$ cat src/rtl/sb_pkg.sv
// Shared types for the store buffer: read FSM states, FIFO entry layout and default depth.
// Used by both store_buffer and sb_fifo.
package sb_pkg;

  localparam int SB_DEPTH = 4;

  typedef enum logic [1:0] {
    IDLE    = 2'd0,
    RD_REQ  = 2'd1,
    RD_WAIT = 2'd2,
    RD_DONE = 2'd3
  } sb_state_t;

  typedef struct packed {
    logic [31:2] addr;
    logic [31:0] data;
  } sb_entry_t;

endpackage

$ cat src/rtl/store_buffer_if.sv
// CPU-side (M-stage) and memory-side buses of the store buffer.
// The master modport drives the request; the slave modport answers it.
interface sb_cpu_if;
  logic        cpu_we;
  logic        cpu_re;
  logic [31:0] cpu_addr;
  logic [31:0] cpu_wdata;
  logic [31:0] cpu_rdata;
  logic        cpu_stall;

  modport master (
    output cpu_we, cpu_re, cpu_addr, cpu_wdata,
    input  cpu_rdata, cpu_stall
  );

  modport slave (
    input  cpu_we, cpu_re, cpu_addr, cpu_wdata,
    output cpu_rdata, cpu_stall
  );
endinterface

interface sb_mem_if;
  logic        mem_req;
  logic        mem_we;
  logic [31:0] mem_addr;
  logic [31:0] mem_wdata;
  logic        mem_ready;
  logic        mem_rvalid;
  logic [31:0] mem_rdata;

  modport master (
    output mem_req, mem_we, mem_addr, mem_wdata,
    input  mem_ready, mem_rvalid, mem_rdata
  );

  modport slave (
    input  mem_req, mem_we, mem_addr, mem_wdata,
    output mem_ready, mem_rvalid, mem_rdata
  );
endinterface

$ cat src/rtl/sb_fifo.sv
// Store FIFO: entry storage, wrapping pointers, occupancy count and full/empty flags.
// With STORE_BUFFER_FWD_EN defined it also finds the youngest entry matching a load address.
module sb_fifo
  import sb_pkg::*;
#(
  parameter int DEPTH = SB_DEPTH
) (
  input  logic        clk,
  input  logic        reset,
  input  logic        push,
  input  sb_entry_t   push_entry,
  input  logic        pop,
  output sb_entry_t   head,
  output logic        full,
  output logic        empty
`ifdef STORE_BUFFER_FWD_EN
  ,
  input  logic [31:2] lookup_addr,
  output logic        hit,
  output logic [31:0] hit_data
`endif
);

  localparam int PW = $clog2(DEPTH);
  localparam logic [PW:0] FULL_COUNT = (PW+1)'(DEPTH);

  sb_entry_t       mem_reg [DEPTH];
  logic [PW-1:0]   wr_ptr_reg;
  logic [PW-1:0]   rd_ptr_reg;
  logic [PW:0]     count_reg;
  logic            do_push;
  logic            do_pop;

  assign full    = (count_reg == FULL_COUNT);
  assign empty   = (count_reg == '0);
  assign do_push = push & ~full;
  assign do_pop  = pop & ~empty;
  assign head    = mem_reg[rd_ptr_reg];

  always_ff @(posedge clk or negedge reset) begin
    if (!reset) begin
      wr_ptr_reg <= '0;
      rd_ptr_reg <= '0;
      count_reg  <= '0;
    end else begin
      if (do_push) wr_ptr_reg <= wr_ptr_reg + 1'b1;
      if (do_pop)  rd_ptr_reg <= rd_ptr_reg + 1'b1;
      case ({do_push, do_pop})
        2'b10:   count_reg <= count_reg + 1'b1;
        2'b01:   count_reg <= count_reg - 1'b1;
        default: count_reg <= count_reg;
      endcase
    end
  end

  // Payload needs no reset: only slots covered by count are ever observed.
  always_ff @(posedge clk) begin
    if (do_push) mem_reg[wr_ptr_reg] <= push_entry;
  end

`ifdef STORE_BUFFER_FWD_EN
  genvar gi;
  logic [DEPTH-1:0] match;
  logic [PW-1:0]    idx;

  generate
    for (gi = 0; gi < DEPTH; gi++) begin : g_match
      assign match[gi] = (mem_reg[gi].addr == lookup_addr);
    end
  endgenerate

  // Walk oldest to youngest so the last valid match (the youngest) wins.
  always_comb begin
    hit      = 1'b0;
    hit_data = '0;
    idx      = '0;
    for (int k = 0; k < DEPTH; k++) begin
      idx = rd_ptr_reg + PW'(k);
      if (((PW+1)'(k) < count_reg) && match[idx]) begin
        hit      = 1'b1;
        hit_data = mem_reg[idx].data;
      end
    end
  end
`endif

endmodule

$ cat src/rtl/store_buffer.sv
// Write-back store buffer between the CPU M-stage and memory; loads take priority over draining.
// Define STORE_BUFFER_FWD_EN to forward buffered store data to matching loads.
module store_buffer
  import sb_pkg::*;
#(
  parameter int DEPTH = SB_DEPTH
) (
  input  logic      clk,
  input  logic      reset,
  sb_cpu_if.slave   cpu,
  sb_mem_if.master  mem,
  output logic      buf_empty
);

  sb_state_t   state_reg;
  sb_state_t   state_next;
  logic [31:0] rdata_reg;
  logic [31:0] rdata_next;

  logic        push;
  logic        pop;
  logic        full;
  logic        empty;
  sb_entry_t   head;
  sb_entry_t   push_entry;
  logic        load;
  logic        miss;
  logic        unused_addr_bits;

  assign push_entry.addr  = cpu.cpu_addr[31:2];
  assign push_entry.data  = cpu.cpu_wdata;
  assign unused_addr_bits = ^cpu.cpu_addr[1:0];
  // A store alongside a load wins; the load half is ignored.
  assign load             = cpu.cpu_re & ~cpu.cpu_we;
  assign buf_empty        = empty;

`ifdef STORE_BUFFER_FWD_EN
  logic        hit;
  logic [31:0] hit_data;

  assign miss = load & ~hit;

  sb_fifo #(.DEPTH(DEPTH)) u_fifo (
    .clk         (clk),
    .reset       (reset),
    .push        (push),
    .push_entry  (push_entry),
    .pop         (pop),
    .head        (head),
    .full        (full),
    .empty       (empty),
    .lookup_addr (cpu.cpu_addr[31:2]),
    .hit         (hit),
    .hit_data    (hit_data)
  );
`else
  // Without forwarding a load may only go to memory once every older store has drained.
  assign miss = load & empty;

  sb_fifo #(.DEPTH(DEPTH)) u_fifo (
    .clk        (clk),
    .reset      (reset),
    .push       (push),
    .push_entry (push_entry),
    .pop        (pop),
    .head       (head),
    .full       (full),
    .empty      (empty)
  );
`endif

  always_ff @(posedge clk or negedge reset) begin
    if (!reset) begin
      state_reg <= IDLE;
      rdata_reg <= '0;
    end else begin
      state_reg <= state_next;
      rdata_reg <= rdata_next;
    end
  end

  // Outputs are gated by reset so that a held CPU request cannot reach memory mid-reset.
  always_comb begin
    state_next     = state_reg;
    rdata_next     = rdata_reg;
    push           = 1'b0;
    pop            = 1'b0;
    cpu.cpu_stall  = 1'b0;
    cpu.cpu_rdata  = '0;
    mem.mem_req    = 1'b0;
    mem.mem_we     = 1'b0;
    mem.mem_addr   = '0;
    mem.mem_wdata  = '0;

    if (reset) begin
      case (state_reg)
        IDLE: begin
          if (cpu.cpu_we) begin
            cpu.cpu_stall = full;
            push          = ~full;
          end
          if (miss) begin
            mem.mem_req   = 1'b1;
            mem.mem_addr  = {cpu.cpu_addr[31:2], 2'b00};
            cpu.cpu_stall = 1'b1;
            state_next    = mem.mem_ready ? RD_WAIT : RD_REQ;
          end else begin
`ifdef STORE_BUFFER_FWD_EN
            if (load) cpu.cpu_rdata = hit_data;
`else
            if (load) cpu.cpu_stall = 1'b1;
`endif
            if (!empty) begin
              mem.mem_req   = 1'b1;
              mem.mem_we    = 1'b1;
              mem.mem_addr  = {head.addr, 2'b00};
              mem.mem_wdata = head.data;
              pop           = mem.mem_ready;
            end
          end
        end
        RD_REQ: begin
          mem.mem_req   = 1'b1;
          mem.mem_addr  = {cpu.cpu_addr[31:2], 2'b00};
          cpu.cpu_stall = 1'b1;
          if (mem.mem_ready) state_next = RD_WAIT;
        end
        RD_WAIT: begin
          cpu.cpu_stall = 1'b1;
          if (mem.mem_rvalid) begin
            rdata_next = mem.mem_rdata;
            state_next = RD_DONE;
          end
        end
        RD_DONE: begin
          cpu.cpu_rdata = rdata_reg;
          state_next    = IDLE;
        end
        default: state_next = IDLE;
      endcase
    end
  end

endmodule

$ cat src/flat_wrapper.sv
// flat-port wrapper written by rule: the top's interface ports become plain ports
module store_buffer_flat import sb_pkg::*;
#(
  parameter int DEPTH = SB_DEPTH
)
  (clk, reset, buf_empty, cpu_cpu_we, cpu_cpu_re, cpu_cpu_addr, cpu_cpu_wdata, cpu_cpu_rdata, cpu_cpu_stall, mem_mem_req, mem_mem_we, mem_mem_addr, mem_mem_wdata, mem_mem_ready, mem_mem_rvalid, mem_mem_rdata);
  sb_cpu_if cpu_i ();
  sb_mem_if mem_i ();
  input  logic clk;
  input  logic reset;
  output logic buf_empty;
  input wire logic [$bits(cpu_i.cpu_we)-1:0] cpu_cpu_we;
  input wire logic [$bits(cpu_i.cpu_re)-1:0] cpu_cpu_re;
  input wire logic [$bits(cpu_i.cpu_addr)-1:0] cpu_cpu_addr;
  input wire logic [$bits(cpu_i.cpu_wdata)-1:0] cpu_cpu_wdata;
  output wire logic [$bits(cpu_i.cpu_rdata)-1:0] cpu_cpu_rdata;
  output wire logic [$bits(cpu_i.cpu_stall)-1:0] cpu_cpu_stall;
  output wire logic [$bits(mem_i.mem_req)-1:0] mem_mem_req;
  output wire logic [$bits(mem_i.mem_we)-1:0] mem_mem_we;
  output wire logic [$bits(mem_i.mem_addr)-1:0] mem_mem_addr;
  output wire logic [$bits(mem_i.mem_wdata)-1:0] mem_mem_wdata;
  input wire logic [$bits(mem_i.mem_ready)-1:0] mem_mem_ready;
  input wire logic [$bits(mem_i.mem_rvalid)-1:0] mem_mem_rvalid;
  input wire logic [$bits(mem_i.mem_rdata)-1:0] mem_mem_rdata;
  assign cpu_i.cpu_we = cpu_cpu_we;
  assign cpu_i.cpu_re = cpu_cpu_re;
  assign cpu_i.cpu_addr = cpu_cpu_addr;
  assign cpu_i.cpu_wdata = cpu_cpu_wdata;
  assign cpu_cpu_rdata = cpu_i.cpu_rdata;
  assign cpu_cpu_stall = cpu_i.cpu_stall;
  assign mem_mem_req = mem_i.mem_req;
  assign mem_mem_we = mem_i.mem_we;
  assign mem_mem_addr = mem_i.mem_addr;
  assign mem_mem_wdata = mem_i.mem_wdata;
  assign mem_i.mem_ready = mem_mem_ready;
  assign mem_i.mem_rvalid = mem_mem_rvalid;
  assign mem_i.mem_rdata = mem_mem_rdata;
  store_buffer #(.DEPTH(DEPTH)) u_core (.clk(clk), .reset(reset), .cpu(cpu_i), .mem(mem_i), .buf_empty(buf_empty));
endmodule
$ cat config.mk
export PLATFORM = sky130hd
export DESIGN_NAME = store_buffer_flat
export DESIGN_NICKNAME = d
export VERILOG_FILES = /design/src/rtl/sb_pkg.sv /design/src/rtl/store_buffer_if.sv /design/src/rtl/sb_fifo.sv /design/src/rtl/store_buffer.sv /design/src/flat_wrapper.sv
export SDC_FILE = /design/constraint.sdc
export NUM_CORES = 1
export LEC_CHECK = 0
export CORE_UTILIZATION = 42
export CTS_CLUSTER_DIAMETER = 120
export DETAILED_ROUTE_END_ITERATION = 16
export PLACE_DENSITY = 0.66
export SYNTH_ARGS = -nofsm -noshare
export SYNTH_HDL_FRONTEND = slang
export SYNTH_SLANG_ARGS = --single-unit
$ cat constraint.sdc
create_clock -name clk -period 3.9 [get_ports clk]
set_clock_uncertainty 0.2 [all_clocks]
set_input_delay 0.39 -clock clk [delete_from_list [all_inputs] [get_ports clk]]
set_output_delay 0.39 -clock clk [all_outputs]
set_load 0.005 [all_outputs]
# ---- After elaboration in Yosys (flattened, before gate mapping)
# Memories as Yosys holds them, arrays and structs flattened.
# Index checks and enable logic that the tools add are counted.
dict set report classes {
  eq_ne 9
  shift 0
  reduce_logical 6
  bitwise 7
  muxes 37
  order_cmp 0
  mul 0
  n_div 0
  add_sub_neg 4
}
# op n
set op_table {}
lappend op_table {{32-bit two-way mux} 9}
lappend op_table {{32-bit case mux with 2 select lines} 1}
lappend op_table {{1-bit two-way mux} 19}
lappend op_table {{2-bit two-way mux} 4}
lappend op_table {{2-bit case mux with 4 select lines} 1}
lappend op_table {{2-bit equality test (second input constant)} 3}
lappend op_table {{3-bit case mux with 2 select lines} 1}
lappend op_table {{2-bit by 1-bit adder with 2-bit output (second input constant)} 2}
lappend op_table {{1-bit AND} 4}
lappend op_table {{2-bit by 1-bit equality test with 1-bit output (second input constant)} 2}
lappend op_table {{2-bit != test (second input constant)} 2}
lappend op_table {{1-bit case mux with 2 select lines} 2}
lappend op_table {{4-bit AND reduction} 1}
lappend op_table {{3-bit by 1-bit adder with 3-bit output (second input constant)} 1}
lappend op_table {{3-bit equality test (second input constant)} 1}
lappend op_table {{3-bit zero test} 1}
lappend op_table {{1-bit inverter} 3}
lappend op_table {{3-bit AND reduction} 1}
lappend op_table {{3-bit by 1-bit subtractor with 3-bit output (second input constant)} 1}
lappend op_table {{2-bit zero test} 1}
lappend op_table {{2-bit by 1-bit != test with 1-bit output (second input constant)} 1}
lappend op_table {{2-bit nonzero test} 1}
lappend op_table {{2-bit OR reduction} 1}
dict set report totals {
  romBits 0
  inputBits 102
  latchBits 0
  out_inout_bits 100
  mem_count 1
  ramBits 248
  ff_bits 41
}
# memory words word_bits read_ports rd_clocked_by_memory_dff wr line
set memory_table {}
lappend memory_table {u_core.u_fifo.mem_reg 4 62 1 0 1 sb_fifo.sv:27} ;# sb_entry_t mem_reg [DEPTH];

# ---- Logic depth before layout (Yosys ltp)
dict set report depth {
  ltp_word 9
  mapped_depth 11
}

# ---- Cells and area by module
# Synthesis repeated with hierarchy kept, for this count alone.
dict set report unflattened {
  hier_cells 579
  hier_area_um2 11726.2
}
# mod area_per_inst_um2 instances cells_per_inst seq_area_each_um2
set by_module_without_submodules {}
lappend by_module_without_submodules {sb_fifo 9446.6 1 361 7622.3}
lappend by_module_without_submodules {store_buffer 2279.7 1 218 850.8}

# ---- Least setup slack after synthesis
# No wires, ideal clock.
dict set report synth_path {
  path_type {register to register}
  from {reg u_core.state_reg[0]}
  to {mem u_core.u_fifo.mem_reg[0][0] (netlist name) (enable)}
  path_stages_with_launch 6
  arrival_time_ns 2.661
  period_less_slack_ns 3.287
  setup_slack_ns 0.613
  required_time_ns 3.274
  n_path_buf 0
  cell_sequence {dfrtp_1 inv_1 ha_1 nand3_1 a21oi_1 and2_1}
}
dict set report synth_between {
  elab_chain_cells 6
}
# item line
set synth_rtl {}
lappend synth_rtl {{from (decl)} store_buffer.sv:15} ;# sb_state_t state_reg;
lappend synth_rtl {{from (signal assigned)} store_buffer.sv:77} ;# state_reg <= state_next;
lappend synth_rtl {{2-bit zero test} store_buffer.sv:96} ;# case (state_reg)
lappend synth_rtl {{1-bit two-way mux} store_buffer.sv:96}
lappend synth_rtl {{1-bit two-way mux} store_buffer.sv:95} ;# if (reset) begin
lappend synth_rtl {{1-bit AND} sb_fifo.sv:36} ;# assign do_push = push & ~full;
lappend synth_rtl {{1-bit two-way mux} sb_fifo.sv:58} ;# if (do_push) mem_reg[wr_ptr_reg] <= push_entry;
lappend synth_rtl {{1-bit two-way mux (not written as such)} sb_fifo.sv:58}
lappend synth_rtl {{to (decl)} sb_fifo.sv:27}
# Every way passes these cells.

# ---- Worst setup path after layout
dict set report layout_path {
  from {reg u_core.state_reg[0]}
  to {out mem_mem_addr[7]}
}
dict set report layout_between {
  elab_chain_cells 3
  word_cells_on_any_way 4
  cone_classes {1 x eq/ne; 2 x mux; 1 x reduce/logical}
}
# item line
set layout_rtl {}
lappend layout_rtl {{2-bit by 1-bit equality test with 1-bit output or 2-bit zero test (tied branches)} store_buffer.sv:96}
lappend layout_rtl {{32-bit case mux with 2 select lines (*)} store_buffer.sv:96}
lappend layout_rtl {{32-bit two-way mux (*)} store_buffer.sv:95}
lappend layout_rtl {{to (decl)} flat_wrapper.sv:20} ;# output wire logic [$bits(mem_i.mem_addr)-1:0] mem_mem_addr;
# Mark *: on every way between the ends. The rest lies on a longest branch, timed or not.

==> summary.md <==
| Metric | Value |
|---|---|
| Power, Total | `about 9.3 mW` |
| Max Cap Viol | `0` |
| LEAKAGE | `5.18 nW` |
| CTS tree | `done` |
| Max FFs per register | `248` |
| Startpoint types | `register` |
| Type of the worst setup path | `reg2out` |
| Post-layout min period | `3.45 ns` |
| Min-delay worst type | `in2async` |
| DIE HEIGHT | `168 um` |
| Crit-path max cell delay | `0.55 ns` |
| Largest delay contributor family on the critical path | `buffers and inverters` |
| FF-to-FF Start | `u_core.state_reg[0]` |
| Syn Area/Cell | `20.2 um2` |
| Io pins | `a little over 200` |
| R2r setup slk | `0.99 ns` |
| End of the worst register-to-register path | `u_core.u_fifo.count_reg[2]` |
| ANT cells | `0` |
| Longest Clk Path Bufs | `3` |
| Detailed Place HPWL | `14600 um` |
| Distinct cells, synth | `35` |
| Routed len/inst | `20.9 um` |
| Vias after detailed routing | `6056` |
| Switching part of the total | `26.3%` |
| Crit path buffers/inverters | `3` |
| Vias in the first global route | `6702` |
| Async SR Flop Fraction | `14.2%` |
| GRT overflow | `0` |
| Slowest CP cell | `and3_4` |
| Num Clock Sinks | `289` |
| Worst Path Arrival | `between 2 and 3 ns` |
| Port Buf Inserts | `197` |
| Worst-Margin Slew | `~0.96 ns` |
| Synthesized cell area | `0.0116 mm2` |
| Total track usage | `17.4%` |
| Die width | `168 um` |
| Fill count | `2071` |
| Worst hold margin | `0.0271 ns` |
| Worst Reg-to-Reg Cells | `10` |
| Register bit total from synthesis | `289` |
| Max FO, Critical Path | `41` |
| Post-synth EDFFs | `between 200 and 250` |
| Placed cells | `~1100` |
| Crit share post-route | `slightly below 90%` |
| Num CTS Buffers | `31` |
| Pin count of the biggest net entering global routing | `71` |
| Ys flop type | `edfxtp_1` |
| Routed WL | `between 20000 and 25000 um` |
| Post-Syn Instances | `573` |
| Rel. slew slack | `between 30% and 40%` |
| Register area share after synthesis | `73.3%` |
| First drt pass iteration count | `4` |
| Layout Cells excl Fill | `between 1000 and 1500` |
| Resized cells post-CTS | `0` |
| Worst-Skew Late Latency | `0.54 ns` |
| Critical Path RT | `3.31 ns` |
| Die ar. | `0.0282 mm2` |
| Root Buffer | `clkbuf_16` |
| Peak VDD IR | `0.411 mV` |
| Global-route wire length before repair | `37700 um` |
| Final Slew Violations | `0` |
| Initial antenna violation count | `1` |
| Layout cells sized above 1 | `20.3%` |
| Psw | `between 2 and 2.5 mW` |
| Outcome | `complete, no violations` |
| Antenna viol nets, final | `0` |
| Setup violators final | `0` |
| Nets | `898` |
| Synth warn | `0` |
| Initial Utilization | `between 40% and 50%` |
| Area grow syn2layout | `29.2%` |
| Vias/cell | `5.28` |
| Clock power share | `between 20% and 30%` |
| Fin Setup TNS | `0 ns` |
| H-tree depth | `1` |
| Final hold violations | `0` |
| RePlAce Congestion | `0.714` |
| Core area | `~0.027 mm2` |
| RSZ-0062 raised after global routing | `no` |
| Max Freq | `about 290 MHz` |
| CP endpoint kind | `primary output` |
| Row Count | `60` |
| DR iter-0 viols | `415` |
| Clock slew at reported path FFs | `around 0.060 ns` |
| Logic pwr share | `about 28%` |
| Cell chain of the critical path | `inv_1 > ha_1 > and3_4 > buf_12 > a22o_1 > clkdlybuf4s50_1` |
| Sequential share of power | `roughly 43%` |
| DR DRC count | `0` |
| PwrDens | `620 mW/mm2` |
| Pint | `6.83 mW` |
routing by layer:
layer  routed length, um  vias up  GRT usage, %
met5                  13        -             0
met4                 399        2          3.95
met1                9920     3123          22.3
met2               12400      182          30.4
li1                    -     2719             -
met3                1340       30          3.60
power by group through the flow:
stage | registers (mW) | logic [mW] | clock network [mW]
5_1_grt | 4.06 | 2.76 | 2.89
4_1_cts | 4.01 | 2.61 | 2.78
3_5_place_dp | 4.08 | 2.59 | 0
2_1_floorplan | 3.88 | 1.70 | 0
6_report | 4.01 | 2.55 | 2.70
3_3_place_gp | 4.04 | 2.52 | 0
timing repair:
item                                   4_1_cts  5_1_grt
setup buffers                                0        0
endpoints found under the hold margin       38        0
hold buffers                                 1        0
per-stage QoR:
| step | utilization, % | setup slack (ns) | area [um2] |
|---|---|---|---|
| global route | 55.4 | 0.266 | 14900 |
| detailed placement | 51.9 | 0.780 | 14000 |
| finish | 55.4 | 0.451 | 14900 |
| global placement | 51.9 | 0.793 | 14000 |
| floorplan | - | 0.613 | 11600 |
| CTS | 55.4 | 0.356 | 14900 |
kinds of logic (layout without fill, tap and decap cells):
family	after synthesis	in the layout	share of synthesized area (%)
flops	289	289	73.3
mux	99	99	15.6
simple gates	83	83	4.47
buf+inv	46	278	2.00
compound gates	37	37	2.74
fa+ha+maj	12	12	1.36
xor+xnor	6	6	0.455
other cells	1	2	0.0324
layout make-up:
class                   instances  area, um2  share of cell area, %
multi-input cells             239       2880                   19.3
flip-flops and latches        289       8480                   56.8
well taps                     341        427                   2.86
clock inverters                18        139                  0.930
inverters                      10       37.5                  0.251
repair buffers                213       2180                   14.6
clock buffers                  37        798                   5.34
synthesized netlist by cell type (2+ instances only):
| master | instances | area (um2) |
|---|---|---|
| buf_2 | 14 | 70.1 |
| buf_6 | 4 | 45.0 |
| mux4_2 | 62 | 1400 |
| xor2_1 | 3 | 26.3 |
| mux2i_1 | 4 | 40.0 |
| nand2_1 | 2 | 7.51 |
| ha_1 | 11 | 138 |
| nor2_1 | 2 | 7.51 |
| and3_1 | 32 | 200 |
| dfrtp_1 | 41 | 1030 |
| and2_1 | 37 | 231 |
| buf_4 | 3 | 22.5 |
| xnor2_1 | 3 | 26.3 |
| edfxtp_1 | 248 | 7450 |
| inv_1 | 9 | 33.8 |
| a22o_1 | 30 | 263 |
| nand3_1 | 4 | 20.0 |
| mux2_2 | 32 | 360 |
| clkbuf_1 | 15 | 56.3 |
| a21oi_1 | 2 | 10.0 |
worst max path at each step:
stage                                            from                     endpoint  cells past startpoint
after floorplan                   u_core.state_reg[0]  u_core.u_fifo.mem_reg[0][0]                      5
after global placement                     cpu_cpu_re              mem_mem_addr[7]                      7
after detailed placement                   cpu_cpu_re              mem_mem_addr[7]                      7
after CTS                 u_core.u_fifo.rd_ptr_reg[0]              mem_mem_addr[2]                      4
after global routing              u_core.state_reg[1]              mem_mem_addr[6]                      6
final                             u_core.state_reg[0]              mem_mem_addr[7]                      6
cells in the final DEF (no fill, tap or decap), drive strengths merged:
master and instances:
a21bo 1, a21oi 2, a22o 30, a31o 1, and2 37, and3 33, buf 16, bufinv 2
clkbuf 37, clkdlybuf4s50 196, clkinv 14, clkinvlp 2, conb 2, dfrtp 41, dlygate4sd3 1, edfxtp 248
fa 1, ha 11, inv 10, mux2 33, mux2i 4, mux4 62, nand2 2, nand2b 1
nand3 4, nand3b 1, nor2 2, nor2b 1, nor3b 1, o2111ai 1, o21ai 2, or3 1
xnor2 3, xor2 3
Power figures use the tool's default switching activity.
